<file path="config.mk">
export PLATFORM = sky130hd
export DESIGN_NAME = muldiv_unit
export DESIGN_NICKNAME = d
export VERILOG_FILES = /design/src/rtl/muldiv_pkg.sv /design/src/rtl/muldiv_iter.sv /design/src/rtl/muldiv_unit.sv
export SDC_FILE = /design/constraint.sdc
export NUM_CORES = 1
export LEC_CHECK = 0
export ABC_AREA = 1
export CAP_MARGIN = 20
export CELL_PAD_IN_SITES_DETAIL_PLACEMENT = 1
export CELL_PAD_IN_SITES_GLOBAL_PLACEMENT = 1
export CORE_ASPECT_RATIO = 0.5
export CORE_MARGIN = 2
export CORE_UTILIZATION = 40
export CTS_CLUSTER_DIAMETER = 60
export DETAILED_ROUTE_END_ITERATION = 8
export PLACE_DENSITY_LB_ADDON = 0.1
export SETUP_SLACK_MARGIN = 0.5
export SLEW_MARGIN = 20
export SYNTH_ARGS = -nofsm -noshare
export SYNTH_HDL_FRONTEND = slang
export SYNTH_HIERARCHICAL = 1
export SYNTH_SLANG_ARGS = --single-unit
export TNS_END_PERCENT = 100
</file>
<file path="constraint.sdc">
create_clock -name clk -period 17.8 [get_ports clk]
set_clock_uncertainty 0.15 [all_clocks]
set_input_delay 3.56 -clock clk [delete_from_list [all_inputs] [get_ports clk]]
set_output_delay 3.56 -clock clk [all_outputs]
set_load 0.05 [all_outputs]
</file>
<file path="src/rtl/muldiv_pkg.sv">
// Shared definitions for the multi-cycle multiply/divide unit: op codes,
// FSM states and op-class decode helpers.
package muldiv_pkg;

    localparam logic [2:0] MD_MULT  = 3'b000;
    localparam logic [2:0] MD_MULTU = 3'b001;
    localparam logic [2:0] MD_DIV   = 3'b010;
    localparam logic [2:0] MD_DIVU  = 3'b011;
    localparam logic [2:0] MD_MADD  = 3'b100;
    localparam logic [2:0] MD_MADDU = 3'b101;
    localparam logic [2:0] MD_MSUB  = 3'b110;
    localparam logic [2:0] MD_MSUBU = 3'b111;

    typedef enum logic [1:0] {
        ST_IDLE = 2'b00,
        ST_CALC = 2'b01,
        ST_FIN  = 2'b10,
        ST_DONE = 2'b11
    } md_state_e;

    // Even op codes are the signed variants.
    function automatic logic is_signed(input logic [2:0] op);
        return ~op[0];
    endfunction

    function automatic logic is_div(input logic [2:0] op);
        return (op[2:1] == 2'b01);
    endfunction

    function automatic logic is_acc(input logic [2:0] op);
        return op[2];
    endfunction

    function automatic logic is_sub(input logic [2:0] op);
        return op[2] & op[1];
    endfunction

endpackage

</file>
<file path="src/rtl/muldiv_iter.sv">
// Iteration datapath shared by multiply and divide: one 2*WIDTH shift
// register, one WIDTH-bit operand register, one adder and a down counter.
// Multiply: shift-add, low half starts as the multiplier.
// Divide:   restoring division, low half starts as the dividend,
//           upper half ends as remainder and lower half as quotient.
module muldiv_iter
    import muldiv_pkg::*;
#(
    parameter int WIDTH = 32
) (
    input  logic                 clk,
    input  logic                 rst,
    input  logic                 load,
    input  logic                 step,
    input  logic                 mode,      // 1 = divide, 0 = multiply
    input  logic [WIDTH-1:0]     a_mag,
    input  logic [WIDTH-1:0]     b_mag,
    output logic [2*WIDTH-1:0]   acc,
    output logic                 last
);

    localparam int CW = $clog2(WIDTH);

    logic [2*WIDTH-1:0] acc_q, acc_d;
    logic [WIDTH-1:0]   m_q, m_d;
    logic [CW-1:0]      cnt_q, cnt_d;
    logic               mode_q, mode_d;

    logic [WIDTH:0]     x_s;
    logic [WIDTH+1:0]   addend_s;
    logic [WIDTH+1:0]   sum_s;
    logic               qbit_s;

    // Single adder: add the multiplicand, or subtract the divisor as a trial.
    always_comb begin
        x_s      = mode_q ? acc_q[2*WIDTH-1:WIDTH-1] : {1'b0, acc_q[2*WIDTH-1:WIDTH]};
        addend_s = mode_q ? ~{2'b00, m_q} : {2'b00, m_q};
        sum_s    = {1'b0, x_s} + addend_s + {{(WIDTH+1){1'b0}}, mode_q};
        qbit_s   = ~sum_s[WIDTH+1];
    end

    // Next-state for the shift register, operand register and counter.
    always_comb begin
        acc_d  = acc_q;
        m_d    = m_q;
        cnt_d  = cnt_q;
        mode_d = mode_q;
        if (load) begin
            mode_d = mode;
            m_d    = mode ? b_mag : a_mag;
            acc_d  = {{WIDTH{1'b0}}, (mode ? a_mag : b_mag)};
            cnt_d  = CW'(WIDTH - 1);
        end else if (step) begin
            if (mode_q) begin
                acc_d = {(qbit_s ? sum_s[WIDTH-1:0] : x_s[WIDTH-1:0]),
                         acc_q[WIDTH-2:0], qbit_s};
            end else if (acc_q[0]) begin
                acc_d = {sum_s[WIDTH:0], acc_q[WIDTH-1:1]};
            end else begin
                acc_d = {1'b0, acc_q[2*WIDTH-1:1]};
            end
            if (cnt_q != {CW{1'b0}}) begin
                cnt_d = cnt_q - CW'(1);
            end else begin
                cnt_d = cnt_q;
            end
        end else begin
            acc_d = acc_q;
        end
    end

    // Datapath registers.
    always_ff @(posedge clk or posedge rst) begin
        if (rst) begin
            acc_q  <= {(2*WIDTH){1'b0}};
            m_q    <= {WIDTH{1'b0}};
            cnt_q  <= {CW{1'b0}};
            mode_q <= 1'b0;
        end else begin
            acc_q  <= acc_d;
            m_q    <= m_d;
            cnt_q  <= cnt_d;
            mode_q <= mode_d;
        end
    end

    assign acc  = acc_q;
    assign last = (cnt_q == {CW{1'b0}});

endmodule

</file>
<file path="src/rtl/muldiv_unit.sv">
// Multi-cycle MULT/DIV/MADD/MSUB unit with start/busy/done handshake and
// synchronous flush. Holds the FSM, sign handling and accumulation; the
// iterative core lives in muldiv_iter.
module muldiv_unit
    import muldiv_pkg::*;
#(
    parameter int WIDTH = 32
) (
    input  logic                 clk,
    input  logic                 rst,
    input  logic                 flush,
    input  logic                 start,
    input  logic [2:0]           op,
    input  logic [WIDTH-1:0]     a,
    input  logic [WIDTH-1:0]     b,
    input  logic [2*WIDTH-1:0]   hilo_i,
    output logic                 busy,
    output logic                 done,
    output logic [2*WIDTH-1:0]   result,
    output logic                 div_by_zero
);

    md_state_e          state_q, state_d;
    logic [2:0]         op_q, op_d;
    logic [2*WIDTH-1:0] hilo_q, hilo_d;
    logic [WIDTH-1:0]   a_q, a_d;
    logic               sign_a_q, sign_a_d;
    logic               sign_b_q, sign_b_d;
    logic               dbz_op_q, dbz_op_d;
    logic               busy_q, busy_d;
    logic               done_q, done_d;
    logic               dbz_q, dbz_d;
    logic [2*WIDTH-1:0] result_q, result_d;

    logic               accept_s;
    logic               a_neg_s, b_neg_s;
    logic [WIDTH-1:0]   a_mag_s, b_mag_s;
    logic [2*WIDTH-1:0] iter_acc_s;
    logic               iter_last_s;
    logic [2*WIDTH-1:0] prod_s;
    logic [WIDTH-1:0]   quot_s, rem_s;
    logic [2*WIDTH-1:0] fin_s;

    // Operand signs and magnitudes as seen at the start of an operation.
    always_comb begin
        a_neg_s = is_signed(op) & a[WIDTH-1];
        b_neg_s = is_signed(op) & b[WIDTH-1];
        a_mag_s = a_neg_s ? (-a) : a;
        b_mag_s = b_neg_s ? (-b) : b;
    end

    muldiv_iter #(
        .WIDTH (WIDTH)
    ) u_iter (
        .clk   (clk),
        .rst   (rst),
        .load  (accept_s),
        .step  (state_q == ST_CALC),
        .mode  (is_div(op)),
        .a_mag (a_mag_s),
        .b_mag (b_mag_s),
        .acc   (iter_acc_s),
        .last  (iter_last_s)
    );

    // Final result: sign correction, then accumulation or divide packing.
    // MIN / -1 needs no special case: the magnitude quotient 2^(WIDTH-1)
    // negates back to itself and the remainder is zero.
    always_comb begin
        prod_s = (sign_a_q ^ sign_b_q) ? (-iter_acc_s) : iter_acc_s;
        quot_s = (sign_a_q ^ sign_b_q) ? (-iter_acc_s[WIDTH-1:0]) : iter_acc_s[WIDTH-1:0];
        rem_s  = sign_a_q ? (-iter_acc_s[2*WIDTH-1:WIDTH]) : iter_acc_s[2*WIDTH-1:WIDTH];
        if (dbz_op_q) begin
            fin_s = {a_q, {WIDTH{1'b1}}};
        end else if (is_div(op_q)) begin
            fin_s = {rem_s, quot_s};
        end else if (is_acc(op_q)) begin
            if (is_sub(op_q)) begin
                fin_s = hilo_q - prod_s;
            end else begin
                fin_s = hilo_q + prod_s;
            end
        end else begin
            fin_s = prod_s;
        end
    end

    // FSM next state, operand latching and registered output values.
    always_comb begin
        state_d  = state_q;
        op_d     = op_q;
        hilo_d   = hilo_q;
        a_d      = a_q;
        sign_a_d = sign_a_q;
        sign_b_d = sign_b_q;
        dbz_op_d = dbz_op_q;
        result_d = result_q;
        accept_s = ((state_q == ST_IDLE) || (state_q == ST_DONE)) && start && !flush;

        case (state_q)
            ST_IDLE: state_d = ST_IDLE;
            ST_CALC: state_d = iter_last_s ? ST_FIN : ST_CALC;
            ST_FIN: begin
                state_d  = ST_DONE;
                result_d = fin_s;
            end
            ST_DONE: state_d = ST_IDLE;
            default: state_d = ST_IDLE;
        endcase

        if (accept_s) begin
            op_d     = op;
            hilo_d   = hilo_i;
            a_d      = a;
            sign_a_d = a_neg_s;
            sign_b_d = b_neg_s;
            dbz_op_d = is_div(op) && (b == {WIDTH{1'b0}});
            state_d  = (is_div(op) && (b == {WIDTH{1'b0}})) ? ST_FIN : ST_CALC;
        end else begin
            op_d = op_q;
        end

        // Flush cancels everything in flight, including a same-cycle start.
        if (flush) begin
            state_d  = ST_IDLE;
            result_d = result_q;
        end else begin
            result_d = result_d;
        end

        busy_d = (state_d == ST_CALC) || (state_d == ST_FIN);
        done_d = (state_d == ST_DONE);
        dbz_d  = (state_d == ST_DONE) && dbz_op_q;
    end

    // Control, latched-operand and output registers.
    always_ff @(posedge clk or posedge rst) begin
        if (rst) begin
            state_q  <= ST_IDLE;
            op_q     <= 3'b000;
            hilo_q   <= {(2*WIDTH){1'b0}};
            a_q      <= {WIDTH{1'b0}};
            sign_a_q <= 1'b0;
            sign_b_q <= 1'b0;
            dbz_op_q <= 1'b0;
            busy_q   <= 1'b0;
            done_q   <= 1'b0;
            dbz_q    <= 1'b0;
            result_q <= {(2*WIDTH){1'b0}};
        end else begin
            state_q  <= state_d;
            op_q     <= op_d;
            hilo_q   <= hilo_d;
            a_q      <= a_d;
            sign_a_q <= sign_a_d;
            sign_b_q <= sign_b_d;
            dbz_op_q <= dbz_op_d;
            busy_q   <= busy_d;
            done_q   <= done_d;
            dbz_q    <= dbz_d;
            result_q <= result_d;
        end
    end

    assign busy        = busy_q;
    assign done        = done_q;
    assign div_by_zero = dbz_q;
    assign result      = result_q;

endmodule
</file>
== Word-level counts from Yosys, hierarchy flattened ==
Index checks and enable logic that the tools add are counted.
Storage, ports and cells
  output and inout bits: 67
  register bits: 273
  word-level logic and storage cells: 83
  input port bits: 135
Operators by class
  $add $sub $neg: 10
  eq/ne operators: 8
  reductions and logical operators: 16
  mux-type cells: 26
  bitwise gates (word level): 8
Operators by type and width (count)
  $mux W64: 9
  $mux W32: 7
  $neg A32 Y32: 4
  $add A64 B64 Y64: 1
  $neg A64 Y64: 1
  $sub A64 B64 Y64: 1
  $add A33 B34 Y34: 1
  $add A34 B1 Y34: 1
  $mux W34: 1
  $not A32 Y34: 1
  $mux W33: 1
  $logic_not A32 Y1: 1
  $mux W5: 3
  $eq A2 B1 Y1 const B: 4
  $eq A2 B2 Y1 const B: 4
  $mux W2: 4
  $pmux W2 S3: 1
  $logic_not A5 Y1: 1
  $reduce_bool A5 Y1: 1
  $sub A5 B1 Y5 const B: 1
  $logic_and A1 B1 Y1: 4
  $reduce_and A2 Y1: 2
  $reduce_bool A2 Y1: 2
  $and A1 B1 Y1: 3
  6 further kinds: 9

== Logic depth before layout (Yosys ltp) ==
  depth in word-level cells: 8
  gate-level depth with buffers: 40
  depth with buffers taken out: 39

== Cells and area by module ==
The synthesis kept the hierarchy.
By module, submodules not included
  muldiv_unit: times used 1, cells an instance 3044, seq. area each 4254.1 µm², area an instance 18131.1 µm²
  muldiv_iter: times used 1, cells an instance 1459, seq. area each 2552.4 µm², area an instance 8979.9 µm²

== Least setup slack after synthesis ==
OpenSTA, ideal clock, no wires.
  path type: in2reg
  from: input port b[1]
  to: register u_iter.acc_q[28] (netlist: u_iter/acc[28])
  slack: 11.672 ns
  path buffers: 0
  library setup time: 0.087 ns
  cell stages on the path: 18
  data required time: 17.563 ns
  data arrival time: 5.891 ns
  cell sequence: inv_1 -> ha_1 -> inv_1 -> nor3_1 -> nor3b_1 -> inv_1 -> nor3_1 -> nand2_1 -> nor2_1 -> nand3_1 -> nor4_1 -> nand2_1 -> o21ai_0 -> xnor2_1 -> nor2_1 -> nor2_1 -> o21ai_0 -> a22oi_1
Between the ends
  cells in the longest elaborated chain, start to end: 4
Ends and longest elaborated chain
  start: declaration: RTL line muldiv_unit.sv:15  | input logic [WIDTH-1:0] b,
  $neg A32 Y32: RTL line muldiv_unit.sv:49  | b_mag_s = b_neg_s ? (-b) : b;
  $mux W32: RTL line muldiv_unit.sv:49
  named net b_mag_s[28]: RTL line muldiv_unit.sv:37  | logic [WIDTH-1:0] a_mag_s, b_mag_s;
  $mux W32: RTL line muldiv_iter.sv:51  | acc_d = {{WIDTH{1'b0}}, (mode ? a_mag : b_mag)};
  $mux W64: RTL line muldiv_iter.sv:48  | if (load) begin
  end signal: assignment: RTL line muldiv_iter.sv:75  | acc_q <= {(2*WIDTH){1'b0}};
  end: declaration: RTL line muldiv_iter.sv:24  | logic [2*WIDTH-1:0] acc_q, acc_d;
The timed path passes the listed nets, and every way through them passes these cells.
A chain may end at the register's enable or synchronous reset.

== Final worst setup path ==
  from: register sign_a_q
  to: register result_q[58] (netlist: result[58])
Between the ends
  cells in the longest elaborated chain, start to end: 7
  elaborated cells between the ends (all ways): 9
  those cells by class: 2 x add/sub; 6 x mux; 1 x bitwise
Ends and longest elaborated chain
  start: declaration: RTL line muldiv_unit.sv:27  | logic sign_a_q, sign_a_d;
  start signal: assignment: RTL line muldiv_unit.sv:155  | sign_a_q <= sign_a_d;
  $xor A1 B1 Y1: RTL line muldiv_unit.sv:70  | prod_s = (sign_a_q ^ sign_b_q) ? (-iter_acc_s) : iter_acc_s;
  $mux W64: RTL line muldiv_unit.sv:70
  $add A64 B64 Y64 or $sub A64 B64 Y64 (tied branches): RTL line muldiv_unit.sv:81, muldiv_unit.sv:79
  $mux W64: RTL line muldiv_unit.sv:78  | if (is_sub(op_q)) begin
  $mux W64: RTL line muldiv_unit.sv:77  | end else if (is_acc(op_q)) begin
  $mux W64 *: RTL line muldiv_unit.sv:75  | end else if (is_div(op_q)) begin
  $mux W64 *: RTL line muldiv_unit.sv:73  | if (dbz_op_q) begin
  end signal: assignment: RTL line muldiv_unit.sv:149  | result_q <= {(2*WIDTH){1'b0}};
  end signal: assignment: RTL line muldiv_unit.sv:161  | result_q <= result_d;
  end: declaration: RTL line muldiv_unit.sv:33  | logic [2*WIDTH-1:0] result_q, result_d;
Mark *: on every way between the ends. The rest lies on a longest branch, timed or not.

==> impl_metrics.csv <==
group,metric,value,unit
logic_synthesis,synth_edf_count,0,
logic_synthesis,ys_types,58,
placement,place.gp.congestion,0.998,
layout,final_area,0.0309,mm^2
power_and_ir_drop,p_comb_frac,0.632,
sta,fin_setup_tns,0,ns
floorplanning,io-pin-count,202,
critical_path,r2r-end,"result[58]",
power_and_ir_drop,pwr-share-clk,0.159,
global_route,grt_max_degree,77,
logic_synthesis,yosysTopAreaCell,"dfrtp_1",
logic_synthesis,ys_seq_elements,272,
critical_path,crit_arrival,7.67,ns
power_and_ir_drop,leakagePower,15.2,nW
floorplanning,rows,67,
floorplanning,die_y,188,um
sta,worst_slack,10.50,ns
sta,grt_setup_unrepaired,"false",
sta,maxSlewHeadroom,0.131,
critical_path,r2r_cells,28,
critical_path,critPathRequiredTime,18.17,ns
logic_synthesis,synth_nets,4745,
sta,fmax,137,MHz
placement,preCtsSetupSlack,10.21,ns
layout,fillerInstances,9133,
cts,ctsRootBufferMaster,"clkbuf_16",
cts,clk_path_buf_depth,3,
sta,slew_violations,0,
sta,setup_viol,0,
worst_hold_path,hold_start,"a_q[12]",
critical_path,cpMaxStageDelayCell,"o21ai_0",
logic_synthesis,async_flop_share,1.00,
cts,clock-sinks,272,
critical_path,cp_max_fo,52,
power_and_ir_drop,switchingPower,2.53,mW
layout,nets,4853,
logic_synthesis,yosys.area.top_type_share,0.251,
floorplanning,core-area,0.0670,mm^2
power_and_ir_drop,p_int,1.91,mW
drt,dr.pass1.iters,5,
cts,clkLatencyLatePin,0.64,ns
drt,vias_per_cell,5.73,
global_route,antenna_found_initial,1,
sta,worst_pin_slew,1.29,ns
global_route,grt_overflow,0,
cts,numCtsBuffers,31,
cts,cts_hold_buf,0,
sta,finalCritPeriodShare,0.410,
layout,syn2layout_area_growth,14.1,%
cts,h-tree-depth,1,
logic_synthesis,postSynthCellCount,4503,
logic_synthesis,synth_ff_type,"dfrtp_1",
placement,numPortBuffers,201,
power_and_ir_drop,power_frac_seq,0.209,
global_route,grt_pass1_vias,31300,
sta,finalHoldViolations,0,
worst_hold_path,min_to,"a_q[12]",
logic_synthesis,synth.cell_area,0.0271,mm^2
layout,register_area,0.00681,mm^2
drt,ant_nets,0,
floorplanning,die_w,372,um
critical_path,crit_top_cell,"nand2_1",
layout,multi_input_area,0.0178,mm^2
global_route,grt_usage,0.360,
logic_synthesis,synth_commonest_cells,"1357 x nand2_1, 592 x nor2_1, 488 x inv_1",
worst_hold_path,whs_path_depth,2,
cts,cts_resized,0,
drt,drc_errors,0,
critical_path,cp_slowest_stage_delay,0.70,ns
floorplanning,start_util,0.405,
sta,period_needed,7.30,ns
layout,antenna_cells,0,
critical_path,critPathLaunchType,"register",
cts,cts_setup_buffers,0,
cts,tritoncts,"built",
logic_synthesis,yosys_warnings,6,
drt,vias,31700,
layout,final_core_util,0.462,
critical_path,path_class,"register to register",
cts,clkTransAtPathRegs,0.07,ns
power_and_ir_drop,ir_drop,84.1,uV
floorplanning,die_area,0.0700,mm^2
logic_synthesis,syn-mean-instance-area,6.02,um^2
worst_hold_path,worstHoldPathType,"register to register",
critical_path,endpoint_kind,"register",
critical_path,ff2ff_setup_slack,10.50,ns
job,maxCapViolCount,0,
critical_path,crit-reg2reg-launch,"sign_a_q",
drt,drt_wl_total,128000,um
drt,routedWlPerCell,23.2,um
power_and_ir_drop,swShare,0.570,
power_and_ir_drop,p_per_area,143,mW/mm^2
power_and_ir_drop,finalPower,4.44,mW
logic_synthesis,yosysMostFrequentCell,"nand2_1",
outcome,outcome,"finished clean",
placement,hpwl,103000,um
global_route,grt_pass1_wl,193000,um
logic_synthesis,ys_seq_area_frac,0.251,
placement,placed_area,0.0299,mm^2
logic_synthesis,yosys-top-cells-area,"dfrtp_1 25%, nand2_1 19%, nor2_1 8.2%, o21ai_0 7.2%, inv_1 6.8%",
drt,dr.first_iter.drc_count,2814,
layout,drive_gt1_frac,0.0380,
[worst max-delay path by stage]
stage / start / endpoint / slack (ns) / cells after the start
final: sign_a_q / result[58] / 10.50 / 28
after floorplan: rst / a_q[0] / 9.49 / 1
after global placement: flush / div_by_zero / 10.37 / 12
after detailed placement: flush / div_by_zero / 10.21 / 11
after CTS: sign_a_q / result[58] / 10.80 / 28
after global routing: sign_a_q / result[58] / 10.21 / 28
[stage by stage]
| stage | std cells | hold WS, ns |
|---|---|---|
| after floorplan | 4503 | 0.294 |
| after global placement | 5473 | 0.307 |
| after detailed placement | 5474 | 0.316 |
| after CTS | 5531 | 0.335 |
| after global routing | 5532 | 0.365 |
| final | 5532 | 0.336 |
[power groups by stage]
stage | sequential [mW] | combinational (mW) | clock (mW)
6_report | 0.928 | 2.80 | 0.704
5_1_grt | 0.934 | 3.07 | 0.736
3_5_place_dp | 0.925 | 2.71 | 0
4_1_cts | 0.916 | 2.73 | 0.710
2_1_floorplan | 0.807 | 1.83 | 0
3_3_place_gp | 0.922 | 2.65 | 0
[sequential cells by signal (all words and copies together), names as in the netlist, 2 cells and up]
| register | count |
|---|---|
| a_q | 32 |
| hilo_q | 64 |
| op_q | 2 |
| result | 64 |
| state_q | 2 |
| u_iter/acc | 64 |
| u_iter/cnt_q | 5 |
| u_iter/m_q | 32 |
[kinds of logic (layout without fill, tap and decap cells)]
| kind of cell | Yosys count | in the layout | share of synthesized area |
|---|---|---|---|
| XOR/XNOR | 187 | 187 | 0.0604 |
| AO/OA/AOI/OAI | 875 | 875 | 0.178 |
| buffers and inverters | 660 | 792 | 0.0946 |
| AND/OR/NAND/NOR | 2402 | 2402 | 0.366 |
| adder cells (fa/ha/maj) | 107 | 107 | 0.0499 |
| flip-flops | 272 | 272 | 0.251 |
[critical path, delay by kind of cell, from the launching register on]
family	cells	cell delay, ns
fa+ha+maj	1	0.51
flops	1	0.46
buf+inv	3	0.85
compound gates	4	1.24
simple gates	18	3.62
xor+xnor	2	0.33
[layout by cell type, fill, tap and decap left out, types with 5 or more instances in the layout]
master and instances:
nor2_1 588, clkdlybuf4s50_1 201, nor2_4 13, a31oi_1 44, or2_2 13, a21o_1 18, nand3_1 253, nor3b_1 6
xor2_1 148, dfrtp_1 270, o221ai_1 5, clkinv_2 7, nand2_1 1357, o211ai_1 40, nand4_1 39, o21bai_1 14
inv_2 8, buf_4 32, a22oi_1 30, o21ai_0 389, clkbuf_16 31, inv_6 7, nand2_2 14, xnor2_1 39
a21oi_1 298, nor3_1 40, o21ai_1 6, ha_1 105, and3_1 6, nand3b_1 16, inv_1 484, nor4_1 22
and2_1 5, nor2_2 15
[cell type report]
class | count | share of cell area
well taps | 897 | 0.0363
clock inverters | 21 | 0.00829
repair buffers | 235 | 0.0738
inverters | 500 | 0.0611
flip-flops and latches | 272 | 0.220
multi-input cells | 3571 | 0.574
clock buffers | 36 | 0.0260
[per-layer routing]
layer  routed length [um]  track usage  up-vias
met3                 8900       0.0482      178
li1                     -            -    14800
met5                   13            0        -
met1                60000        0.525    15700
met2                55800        0.556     1068
met4                 3740       0.0943        2
No activity file was read; power rests on OpenSTA's default activity.
